[config.mk]
export PLATFORM = sky130hd
export DESIGN_NAME = pe_acc_drain
export DESIGN_NICKNAME = d
export VERILOG_FILES = /design/src/rtl/pe_acc_drain.sv
export SDC_FILE = /design/constraint.sdc
export NUM_CORES = 1
export LEC_CHECK = 0
export ABC_CLOCK_PERIOD_IN_PS = 4600
export CAP_MARGIN = 40
export CORE_MARGIN = 2
export CORE_UTILIZATION = 45
export CTS_CLUSTER_SIZE = 16
export DETAILED_ROUTE_END_ITERATION = 10
export GPL_ROUTABILITY_DRIVEN = 0
export PLACE_DENSITY_LB_ADDON = 0.05
export SYNTH_ARGS = -nofsm -noshare
export SYNTH_HDL_FRONTEND = slang
export SYNTH_SLANG_ARGS = --single-unit
[constraint.sdc]
create_clock -name clk -period 4.6 [get_ports clk]
set_clock_uncertainty 0.1 [all_clocks]
set_input_delay 0.92 -clock clk [delete_from_list [all_inputs] [get_ports clk]]
set_output_delay 0.92 -clock clk [all_outputs]
set_load 0.01 [all_outputs]
[src/rtl/pe_acc_drain.sv]
// Signed accumulate-and-drain stage: sums gemm beats until last, emits one result per unary beat.
// Define PE_ACC_SAT_EN for saturating sums; otherwise sums wrap and overflow is only flagged.
module pe_acc_drain #(
    parameter int unsigned MUL_BW = 16,
    parameter int unsigned ACC_BW = 32
) (
    input  logic                  clk,
    input  logic                  rst_n,
    input  logic [1:0]            gemm_uno,
    input  logic                  in_valid,
    output logic                  in_ready,
    input  logic                  in_last,
    input  logic [2*MUL_BW-1:0]   prod_i,
    input  logic [ACC_BW-1:0]     offset_i,
    output logic                  out_valid,
    input  logic                  out_ready,
    output logic [ACC_BW-1:0]     acc_o,
    output logic                  ovf_o
);

    localparam int unsigned PROD_W = 2 * MUL_BW;
    localparam int unsigned SUM_W  = ACC_BW + 2;
    localparam logic [ACC_BW-1:0] ACC_MAX = {1'b0, {(ACC_BW-1){1'b1}}};
    localparam logic [ACC_BW-1:0] ACC_MIN = {1'b1, {(ACC_BW-1){1'b0}}};

    typedef enum logic [1:0] {
        IDLE  = 2'd0,
        ACC   = 2'd1,
        DRAIN = 2'd2
    } state_t;

    state_t              state_q, state_d;
    logic [ACC_BW-1:0]   acc_q, acc_d;
    logic                flag_q, flag_d;
    logic [ACC_BW-1:0]   acc_o_d;
    logic                ovf_o_d;
    logic                out_valid_d;

    logic                accept_c;
    logic                close_c;
    logic [SUM_W-1:0]    base_c;
    logic [SUM_W-1:0]    prod_ext_c;
    logic [SUM_W-1:0]    off_ext_c;
    logic [SUM_W-1:0]    sum_c;
    logic                ovf_pos_c;
    logic                ovf_neg_c;
    logic                ovf_beat_c;
    logic [ACC_BW-1:0]   res_c;

    assign in_ready = (state_q != DRAIN);
    assign accept_c = in_valid & in_ready;
    assign close_c  = accept_c & ((gemm_uno != 2'b00) | in_last);

    // Two guard bits make the three-operand sum exact; overflow shows as unequal top bits.
    assign base_c     = (state_q == ACC) ? {{2{acc_q[ACC_BW-1]}}, acc_q} : '0;
    assign prod_ext_c = {{(SUM_W-PROD_W){prod_i[PROD_W-1]}}, prod_i};
    assign off_ext_c  = {{2{offset_i[ACC_BW-1]}}, offset_i};
    assign sum_c      = base_c + prod_ext_c + off_ext_c;
    assign ovf_pos_c  = ~sum_c[SUM_W-1] & (|sum_c[SUM_W-2:ACC_BW-1]);
    assign ovf_neg_c  = sum_c[SUM_W-1] & ~(&sum_c[SUM_W-2:ACC_BW-1]);
    assign ovf_beat_c = ovf_pos_c | ovf_neg_c;

`ifdef PE_ACC_SAT_EN
    assign res_c = ovf_pos_c ? ACC_MAX : (ovf_neg_c ? ACC_MIN : sum_c[ACC_BW-1:0]);
`else
    assign res_c = sum_c[ACC_BW-1:0];
`endif

    // State register
    always_ff @(posedge clk or negedge rst_n) begin
        if (!rst_n) begin
            state_q <= IDLE;
        end else begin
            state_q <= state_d;
        end
    end

    // Next-state logic
    always_comb begin
        state_d = state_q;
        case (state_q)
            IDLE, ACC: begin
                if (close_c) begin
                    state_d = DRAIN;
                end else if (accept_c) begin
                    state_d = ACC;
                end
            end
            DRAIN: begin
                if (out_ready) begin
                    state_d = IDLE;
                end
            end
            default: state_d = IDLE;
        endcase
    end

    // Accumulator, burst flag and held-result updates
    always_comb begin
        acc_d       = acc_q;
        flag_d      = flag_q;
        acc_o_d     = acc_o;
        ovf_o_d     = ovf_o;
        out_valid_d = out_valid;
        if (close_c) begin
            acc_o_d     = res_c;
            ovf_o_d     = ((state_q == ACC) & flag_q) | ovf_beat_c;
            out_valid_d = 1'b1;
            acc_d       = '0;
            flag_d      = 1'b0;
        end else if (accept_c) begin
            acc_d  = res_c;
            flag_d = ((state_q == ACC) & flag_q) | ovf_beat_c;
        end else if ((state_q == DRAIN) && out_ready) begin
            out_valid_d = 1'b0;
        end
    end

    always_ff @(posedge clk or negedge rst_n) begin
        if (!rst_n) begin
            acc_q     <= '0;
            flag_q    <= 1'b0;
            acc_o     <= '0;
            ovf_o     <= 1'b0;
            out_valid <= 1'b0;
        end else begin
            acc_q     <= acc_d;
            flag_q    <= flag_d;
            acc_o     <= acc_o_d;
            ovf_o     <= ovf_o_d;
            out_valid <= out_valid_d;
        end
    end

endmodule
Word-level counts from Yosys, hierarchy flattened. Cells that the tools add are included.

Flip-flop bits (word level): 69. Input port bits: 71. Output and inout bits: 35.

$add $sub $neg: 2. Equal/unequal tests: 6. Multiplexer cells: 12. Bitwise operators: 10. Reduce and logical (&&, ||, !) cells: 10.

Operator list (count): $add 34x34->34 (2); $mux 32 (2); $mux 34 (1); $mux 2 (3); $reduce_and 2->1 (3); $reduce_bool 2->1 (3); $and 1x1->1 (5); $mux 1 (5); $ne 2x2->1 const B (2); $pmux 2 s2 (1); $reduce_or 2->1 (2); $ne 3x3->1 const B (1); $or 1x1->1 (3); $eq 2x1->1 const B (1); $eq 2x2->1 const B (1); $logic_not 2->1 (1); $ne 2x1->1 const B (1); $not 1->1 (2); $logic_and 1x1->1 (1).

Logic depth before layout (Yosys ltp). Gate-level depths: netlist of the first run.

Depth after elaboration: 11. Mapped depth: 17.

Worst setup path before layout of the first run. Ideal clock, no wire load.

Path kind: in2reg. Start point: input prod_i[1]. End point: register flag_q. Setup time: 0.080 ns. Arrival time: 3.864 ns. Required time: 4.420 ns. Setup slack: 0.556 ns. Stages: 13. Cell sequence: fa_1 > ha_1 > inv_1 > fa_1 > nand2b_1 > a211oi_1 > o21ai_0 > a31oi_2 > a21oi_4 > xnor2_2 > mux2_4 > mux2_4 > o22ai_2.

Longest elaborated chain between the ends: 9. Elaborated cells between the ends (all ways): 12. Those cells by class: add/sub (2); mux (2); bitwise (6); reduce/logical (2).

RTL lines: start, declared (RTL line 13) `input logic [2*MUL_BW-1:0] prod_i,`; $add 34x34->34 * (2 in series) (RTL line 58) `assign sum_c = base_c + prod_ext_c + off_ext_c;`; $reduce_and 2->1 (RTL line 60) `assign ovf_neg_c = sum_c[SUM_W-1] & ~(&sum_c[SUM_W-2:ACC_BW-1]);`; $not 1->1 (RTL line 60); $and 1x1->1 (RTL line 60); $or 1x1->1 * (RTL line 61) `assign ovf_beat_c = ovf_pos_c | ovf_neg_c;`; $or 1x1->1 * (RTL line 113) `flag_d = ((state_q == ACC) & flag_q) | ovf_beat_c;`; $mux 1 * (RTL line 111) `end else if (accept_c) begin`; $mux 1 * (RTL line 105) `if (close_c) begin`; end signal, assigned (RTL line 128) `flag_q <= flag_d;`; end, declared (RTL line 34) `logic flag_q, flag_d;`.

Every way passes the cells marked *; elsewhere a longest branch is shown, timed or not. The select of a mux whose other input is x is not followed. A chain may end at the register's enable or synchronous reset.

Final worst setup path of the first run.
Start point: input prod_i[0]. End point: register ovf_o.

Longest elaborated chain between the ends: 7. Elaborated cells between the ends (all ways): 10. Those cells by class: add/sub (2); bitwise (6); reduce/logical (2).

RTL lines: $add 34x34->34 * (2 in series) (RTL line 58); $reduce_and 2->1 (RTL line 60); $not 1->1 (RTL line 60); $and 1x1->1 (RTL line 60); $or 1x1->1 * (RTL line 61); $or 1x1->1 * (RTL line 107) `ovf_o_d = ((state_q == ACC) & flag_q) | ovf_beat_c;`; end signal, assigned (RTL line 130) `ovf_o <= ovf_o_d;`; end, declared (RTL line 18) `output logic ovf_o`.

Every way passes the cells marked *; elsewhere a longest branch is shown, timed or not.

==> results of run 1 <==
==> worst max-delay path, delay by kind of cell <==
kind	cells	cell delay, ns
xor gates and xnor gates	1	0.18
and+or+nand+nor	1	0.19
muxes	2	0.58
buffers and inverters	4	0.66
AOI/OAI and AO/OA	5	1.10
adders and majority gates	3	0.99
==> Yosys cell counts (6+ instances only) <==
master and n:
o21ai_0 24, nand2b_1 6, fa_1 33, a21oi_1 28, xnor2_1 17, nand2_1 39
nor2_1 15, xor2_1 10, a22o_1 27, clkbuf_1 18, mux2_2 27, ha_1 32
a21o_1 17, inv_1 11, dfrtp_1 69, and2_1 33
==> logic make-up after synthesis <==
| logic type | count (synthesis) | share of synthesized area [%] |
|---|---|---|
| adders and majority gates | 65 | 21.01 |
| muxes | 30 | 6.814 |
| buffers and inverters | 30 | 2.255 |
| DFF | 69 | 34.19 |
| xor gates and xnor gates | 29 | 5.451 |
| AOI/OAI and AO/OA | 130 | 18.68 |
| and+or+nand+nor | 116 | 11.60 |
==> flip-flops by register name, indices dropped and copies added, names as in the netlist <==
signal     cells
acc_o         32
acc_q         32
state_q        2
flag_q         1
out_valid      1
ovf_o          1
==> worst max-delay path by stage <==
stage,end,slack [ns],depth (start not counted)
after CTS,flag_q,0.17,16
after floorplan,flag_q,0.56,13
after detailed placement,ovf_o,-0.22,16
after global routing,flag_q,0.008,16
final,ovf_o,0.19,16
after global placement,flag_q,-0.13,16
==> power groups by stage <==
stage / logic [mW] / registers, mW / clock network, mW
after detailed placement: 1.07 / 0.862 / 0
after global placement: 1.05 / 0.858 / 0
after floorplan: 0.493 / 0.914 / 0
after CTS: 1.07 / 0.853 / 0.556
after global routing: 1.16 / 0.869 / 0.579
final: 1.06 / 0.850 / 0.534
==> layout make-up <==
class                           instances  share of cell area, %
Clock buffer                           13                  2.544
Clock inverter                          3                 0.6407
Inverter                               11                 0.6218
Multi-Input combinational cell        370                  48.48
Sequential cell                        69                  26.00
Tap cell                              140                  2.638
Timing Repair Buffer                  130                  19.07
==> per-layer routing <==
| layer | vias up | track usage [%] |
|---|---|---|
| met5 | - | 0 |
| met4 | 0 | 5.425 |
| met3 | 11 | 6.046 |
| met2 | 89 | 34.01 |
| met1 | 1944 | 30.36 |
| li1 | 1915 | - |
==> impl_results.md, run 1 <==
* Outcome: finished clean
* Worst ir drop on vdd at 0.0002947 V
* Core area at 10890 sq um
* Die area at 12090 sq um
* Number of flops mapped to enable cells by yosys at 0
* Worst r2r path cells at 17
* CP Launch Type: primary input
* Net Switching at 0.7922 mW
* Final Hold Vio Count at 0
* Share of cells above drive strength 1 at 14.26%
* Antenna violations before repair at 0
* Most frequent cells in the layout: clkdlybuf4s50_1 (104), dfrtp_1 (69), nand2_1 (39)
* Starting DRT DRC Count at 130
* Yosys cell types at 49
* Fin area at 6640 sq um
* Clock Latency Late Sink at 0.37 ns
* DR WL met2 at 5.656 mm
* Starting density of the core at 46.38%
* WHS Endpoint: acc_q[0]
* Comb power frac at 43.5%
* Area leader, netlist: dfrtp_1
* First-pass GRT wire length at 20.04 mm
* Clock Power Share at 21.8%
* WHS at 0.3824 ns
* Slew Limit Headroom at 51.76%
* Post-Syn Area at 5050 sq um
* Ports at 106
* Mean Syn Cell Area at 10.77 sq um
* Final setup margin at 0.1901 ns
* Vias in the first global route at 4078
* Leakage at 3.016 nW
* Sw frac at 32.37%
* Crit path DAT at 4.61 ns
* Setup TNS Final at 0 ns
* Worst R2R End: ovf_o
* Worst reg-to-reg setup slack at 0.36 ns
* Clk slew on worst S/H paths at 0.07 ns
* Pwr Total at 2.447 mW
* Nets at 727
* Max Used Layer: met4
* ANT nets after route at 0
* #FFs+latches synth at 69
* DP Area at 6429 sq um
* Hpwl dp at 9.437 mm
* Fill count at 935
* # hold bufs at CTS at 0
* Sequential element share of the synthesized area at 34.19%
* Yosys warns at 0
* Drt via density at 5.379
* Final instance count without filler cells at 736
* Global route overflow at 0
* Cell depth of the worst min-delay path at 2
* DP Worst Slack at -0.2212 ns
* Min Tclk post-route at 4.410 ns
* Worst hold start: acc_q[0]
* Cell Pwr Density at 368.6 nW/um^2
* GRT Total Usage at 21.92%
* CP max FO at 3
* Final WL at 12.22 mm
* H-tree lvl count at 3
* Commonest non-fill, non-tap cell in the layout: clkdlybuf4s50_1
* Fin crit share at 95.87%
* CP peak stage delay at 0.45 ns
* RSZ-0062 raised after global routing: no
* Port-buffer cells at 105
* Die height at 109.9 microns
* Clock root buffer: clkbuf_8
* FP Rows at 38
* DR vias at 3959
* Int Power at 1.655 mW
* WL per Instance at 16.61 microns
* Dominant cells by area after synthesis: dfrtp_1 (34%), fa_1 (13%), ha_1 (7.9%), mux2_2 (6.0%), a22o_1 (4.7%)
* CTS max path bufs at 2
* Die W at 109.9 microns
* Met3 wire len at 686 microns
* CP most frequent cell: inv_1
* Reg power frac at 34.7%
* Asr flop ratio synth at 100.0%
* Footprint of the multi-input gates at 3219 sq um
* Slowest stage cell, crit path: clkdlybuf4s50_1
* Max cap viols at 0
* Met1 WL at 5.724 mm
* Critical path type: primary input to flop
* Critical Path Source: prod_i[0]
* Clock sink total at 69
* CTS Buf Count at 9
* Area growth syn-to-layout at 31.49%
* Reg2reg start: state_q[1]
* FF+latch area at 1727 sq um
* Post-Syn Instances at 469
* Critical path capture point type: flop
* Diodes inserted at 0
* Pre-antenna DRT Iters at 4
* DR DRC count at 0
* Worst-margin pin slew at 0.7227 ns
* Top_reg_cell synth: dfrtp_1
* Fmax at 226.8 MHz
* Final design utilization at 60.99%
* TritonCTS clock tree: done
* Postcts setup bufs at 0
* CTS resizes at 0
* CP Data Required Time at 4.80 ns
* Critical path, cell by cell: clkdlybuf4s50_1 > inv_1 > fa_1 > inv_1 > ha_1 > inv_1 > fa_1 > nand2b_1 > a211oi_1 > o21ai_0 > a31oi_2 > a21oi_4 > xnor2_2 > mux2_4 > mux2_4 > a21oi_2
* Max Slew Vio Count at 0
* Syn_nets at 605
* Hold crit path type: flop to flop
* Synth top area share at 34.19%
* Placed insts at 720
* Final setup fails at 0
* Largest net degree at the start of global routing at 34
Power figures use the tool's default switching activity.
==> run 2, diff against run 1 <==
--- a/config.mk
+++ b/config.mk
@@ -8,7 +8,7 @@
 export ABC_CLOCK_PERIOD_IN_PS = 4600
 export CAP_MARGIN = 40
 export CORE_MARGIN = 2
-export CORE_UTILIZATION = 45
+export CORE_UTILIZATION = 51
 export CTS_CLUSTER_SIZE = 16
 export DETAILED_ROUTE_END_ITERATION = 10
 export GPL_ROUTABILITY_DRIVEN = 0
==> constraint.sdc (replaced) <==
create_clock -name clk -period 4.6 [get_ports clk]
set_clock_uncertainty 0.1 [all_clocks]
set_input_delay 1.15 -clock clk [delete_from_list [all_inputs] [get_ports clk]]
set_output_delay 1.15 -clock clk [all_outputs]
set_load 0.01 [all_outputs]
==> run 2 against run 1 <==
Compared with the run above:
- first-iteration DRC count is 1.5% higher
- clock power is 4% lower
- combinational power is 5% higher
- die area is 11% lower
- largest cell class unchanged
- highest routed layer unchanged
==> impl_results.md, run 2 (synthesis results as in run 1) <==
* Outcome: finished clean
* Top Usage Layer GRT: met2
* Leakage at 3.113 nW (+3.2%)
* CP max FO at 3 (unchanged)
* GRT met3 Usage at 4.028% (-2.0 points)
* Starting density of the core at 52.14% (+5.8 points)
* CP delay by family, top: adder cells
* Buf/Inv on CP at 4 (unchanged)
* Slew Limit Headroom at 54.52% (+2.8 points)
* Postcts setup bufs at 0 (unchanged)
* Sw frac at 33.05% (+0.68 points)
* Final Hold Vio Count at 0 (unchanged)
* Die area at 10710 sq um (-11%)
* Max Slew Vio Count at 0 (unchanged)
* Fill count at 786 (-16%)
* Most frequent cells in the layout: clkdlybuf4s50_1 (104), dfrtp_1 (69), buf_4 (46)
* Placed insts at 735 (+2.1%)
* Critical path type: primary input to flop
* ANT nets after route at 0 (unchanged)
* DR vias at 4071 (+2.8%)
* Nets at 749 (+3.0%)
* Final instance count without filler cells at 751 (+2.0%)
* Diodes inserted at 0 (unchanged)
* Pre-antenna DRT Iters at 4 (unchanged)
* CTS max path bufs at 2 (unchanged)
* CP Data Required Time at 4.77 ns (-0.03 ns)
* Worst ir drop on vdd at 0.0002623 V (-11%)
* RSZ-0062 raised after global routing: no
* Clock Latency Late Sink at 0.35 ns (-0.02 ns)
* Setup TNS Final at 0 ns (unchanged)
* Comb power frac at 44.7% (+1.2 points)
* Hpwl dp at 9.696 mm (+2.7%)
* GRT met1 Usage at 33.39% (+3.0 points)
* Clk slew on worst S/H paths at 0.07 ns (about the same)
* Largest net degree at the start of global routing at 30 (-12%)
* Min Tclk post-route at 4.359 ns (-0.05071 ns)
* Slowest stage cell, crit path: clkdlybuf4s50_1
* DR DRC count at 0 (unchanged)
* Reg power frac at 34.4% (-0.3 points)
* Core area at 9684 sq um (-11%)
* Ports at 106 (unchanged)
* GRT Total Usage at 24.31% (+2.4 points)
* H-tree lvl count at 3 (unchanged)
* Clock Power Share at 20.8% (-1.0 points)
* Die height at 103.5 microns (-5.8%)
* Commonest non-fill, non-tap cell in the layout: clkdlybuf4s50_1
* Fin crit share at 94.76% (-1.1 points)
* Fmax at 229.4 MHz (+1.2%)
* Global route overflow at 0 (unchanged)
* Crit path DAT at 4.53 ns (-0.08 ns)
* Int Power at 1.657 mW (+0.10%)
* M2 GR Usage at 40.78% (+6.8 points)
* FP Rows at 36 (-5.3%)
* Port-buffer cells at 105 (unchanged)
* Max cap viols at 0 (unchanged)
* Vias in the first global route at 4354 (+6.8%)
* Critical path, cell by cell: clkdlybuf4s50_1 > inv_1 > fa_1 > inv_1 > ha_1 > inv_1 > fa_2 > nand2b_4 > a211oi_4 > o21ai_2 > a31oi_4 > a21oi_4 > xnor2_2 > mux2_4 > mux2_4 > o22ai_2
* Hold crit path type: flop to flop
* Final WL at 12.19 mm (-0.30%)
* Die W at 103.5 microns (-5.8%)
* Share of cells above drive strength 1 at 17.96% (+3.7 points)
* CP most frequent cell: inv_1
* CP Launch Type: primary input
* CTS Buf Count at 9 (unchanged)
* Clock root buffer: clkbuf_8
* TritonCTS clock tree: done
* Largest regs: acc_o (32), acc_q (32), state_q (2)
* Area growth syn-to-layout at 34.66%
* Cell Pwr Density at 363.9 nW/um^2 (-1.3%)
* First-pass GRT wire length at 21.16 mm (+5.6%)
* Worst-margin pin slew at 0.6821 ns (-0.04060 ns)
* Starting DRT DRC Count at 132 (+1.5%)
* Final setup fails at 0 (unchanged)
* WL per Instance at 16.23 microns (-2.3%)
* Clock sink total at 69 (unchanged)
* CP peak stage delay at 0.45 ns (about the same)
* Antenna violations before repair at 0 (unchanged)
* Critical path capture point type: flop
* Drt via density at 5.421 (+0.78%)
* Net Switching at 0.8179 mW (+3.2%)
==> run 2: final cells by class <==
| class | instances | area, sq um | area share, % |
|---|---|---|---|
| clock buffers | 11 | 141.4 | 2.079 |
| clock inverters | 5 | 58.81 | 0.8648 |
| inverters | 11 | 41.29 | 0.6072 |
| multi-input cells | 370 | 3254 | 47.86 |
| flip-flops and latches | 69 | 1727 | 25.39 |
| well taps | 133 | 166.4 | 2.447 |
| repair buffers | 152 | 1411 | 20.75 |
==> run 2: power by group through the flow <==
stage	Sequential [mW]	Combinational (mW)	Clock [mW]
after global routing	0.875	1.21	0.550
after floorplan	0.914	0.493	0
after CTS	0.854	1.11	0.529
final	0.853	1.11	0.515
after global placement	0.859	1.08	0
after detailed placement	0.864	1.10	0
==> run 2: timing repair <==
action                     4_1_cts  5_1_grt
cloned                           0        0
hold buffers                     0        0
setup endpoints to repair        1        8
resized for setup                0        8
pin swaps                        1        4
==> run 2: metrics by stage <==
| stage | hold slack [ns] | util (%) | power (mW) | cell area (sq um) | setup WS, ns |
|---|---|---|---|---|---|
| global route | 0.4138 | 70.22 | 2.630 | 6800 | 0.008968 |
| global placement | 0.3541 | 67.58 | 1.939 | 6545 | -0.2376 |
| detailed placement | 0.3637 | 67.79 | 1.968 | 6565 | -0.3623 |
| CTS | 0.3808 | 69.86 | 2.493 | 6765 | 0.03384 |
| floorplan | 0.3418 | - | 1.408 | 5050 | 0.3257 |
| finish | 0.3724 | 70.22 | 2.475 | 6800 | 0.2409 |
==> run 2: routing by layer <==
metal,share of wire [%],vias to the layer above
met4,0.80,0
met3,4.0,8
met5,0,-
met1,46,2020
li1,-,1953
met2,49,90
==> run 2: final timing paths <==
| check | startpoint | to | slack, ns | cells past startpoint |
|---|---|---|---|---|
| worst max-delay path | prod_i[0] | flag_q | 0.24 | 16 |
| max in group asynchronous | rst_n | acc_q[2] | 2.88 | 2 |
| worst min register to register | acc_q[22] | acc_q[22] | 0.37 | 2 |
| min in group asynchronous | rst_n | acc_o[16] | 0.73 | 1 |
| worst min-delay path | acc_q[22] | acc_q[22] | 0.37 | 2 |
| worst max register to register | state_q[1] | flag_q | 0.60 | 13 |
==> run 2: worst register-to-register path: stages (launching register included) <==
cell and delay (ns):
dfrtp_1 0.43, nor2b_2 0.16, buf_4 0.25, and2_1 0.18
fa_1 0.43, ha_1 0.31, nand4_1 0.14, or4_1 0.57
nor4_2 0.27, a21oi_4 0.12, xnor2_2 0.22, mux2_4 0.32
mux2_4 0.28, o22ai_2 0.14
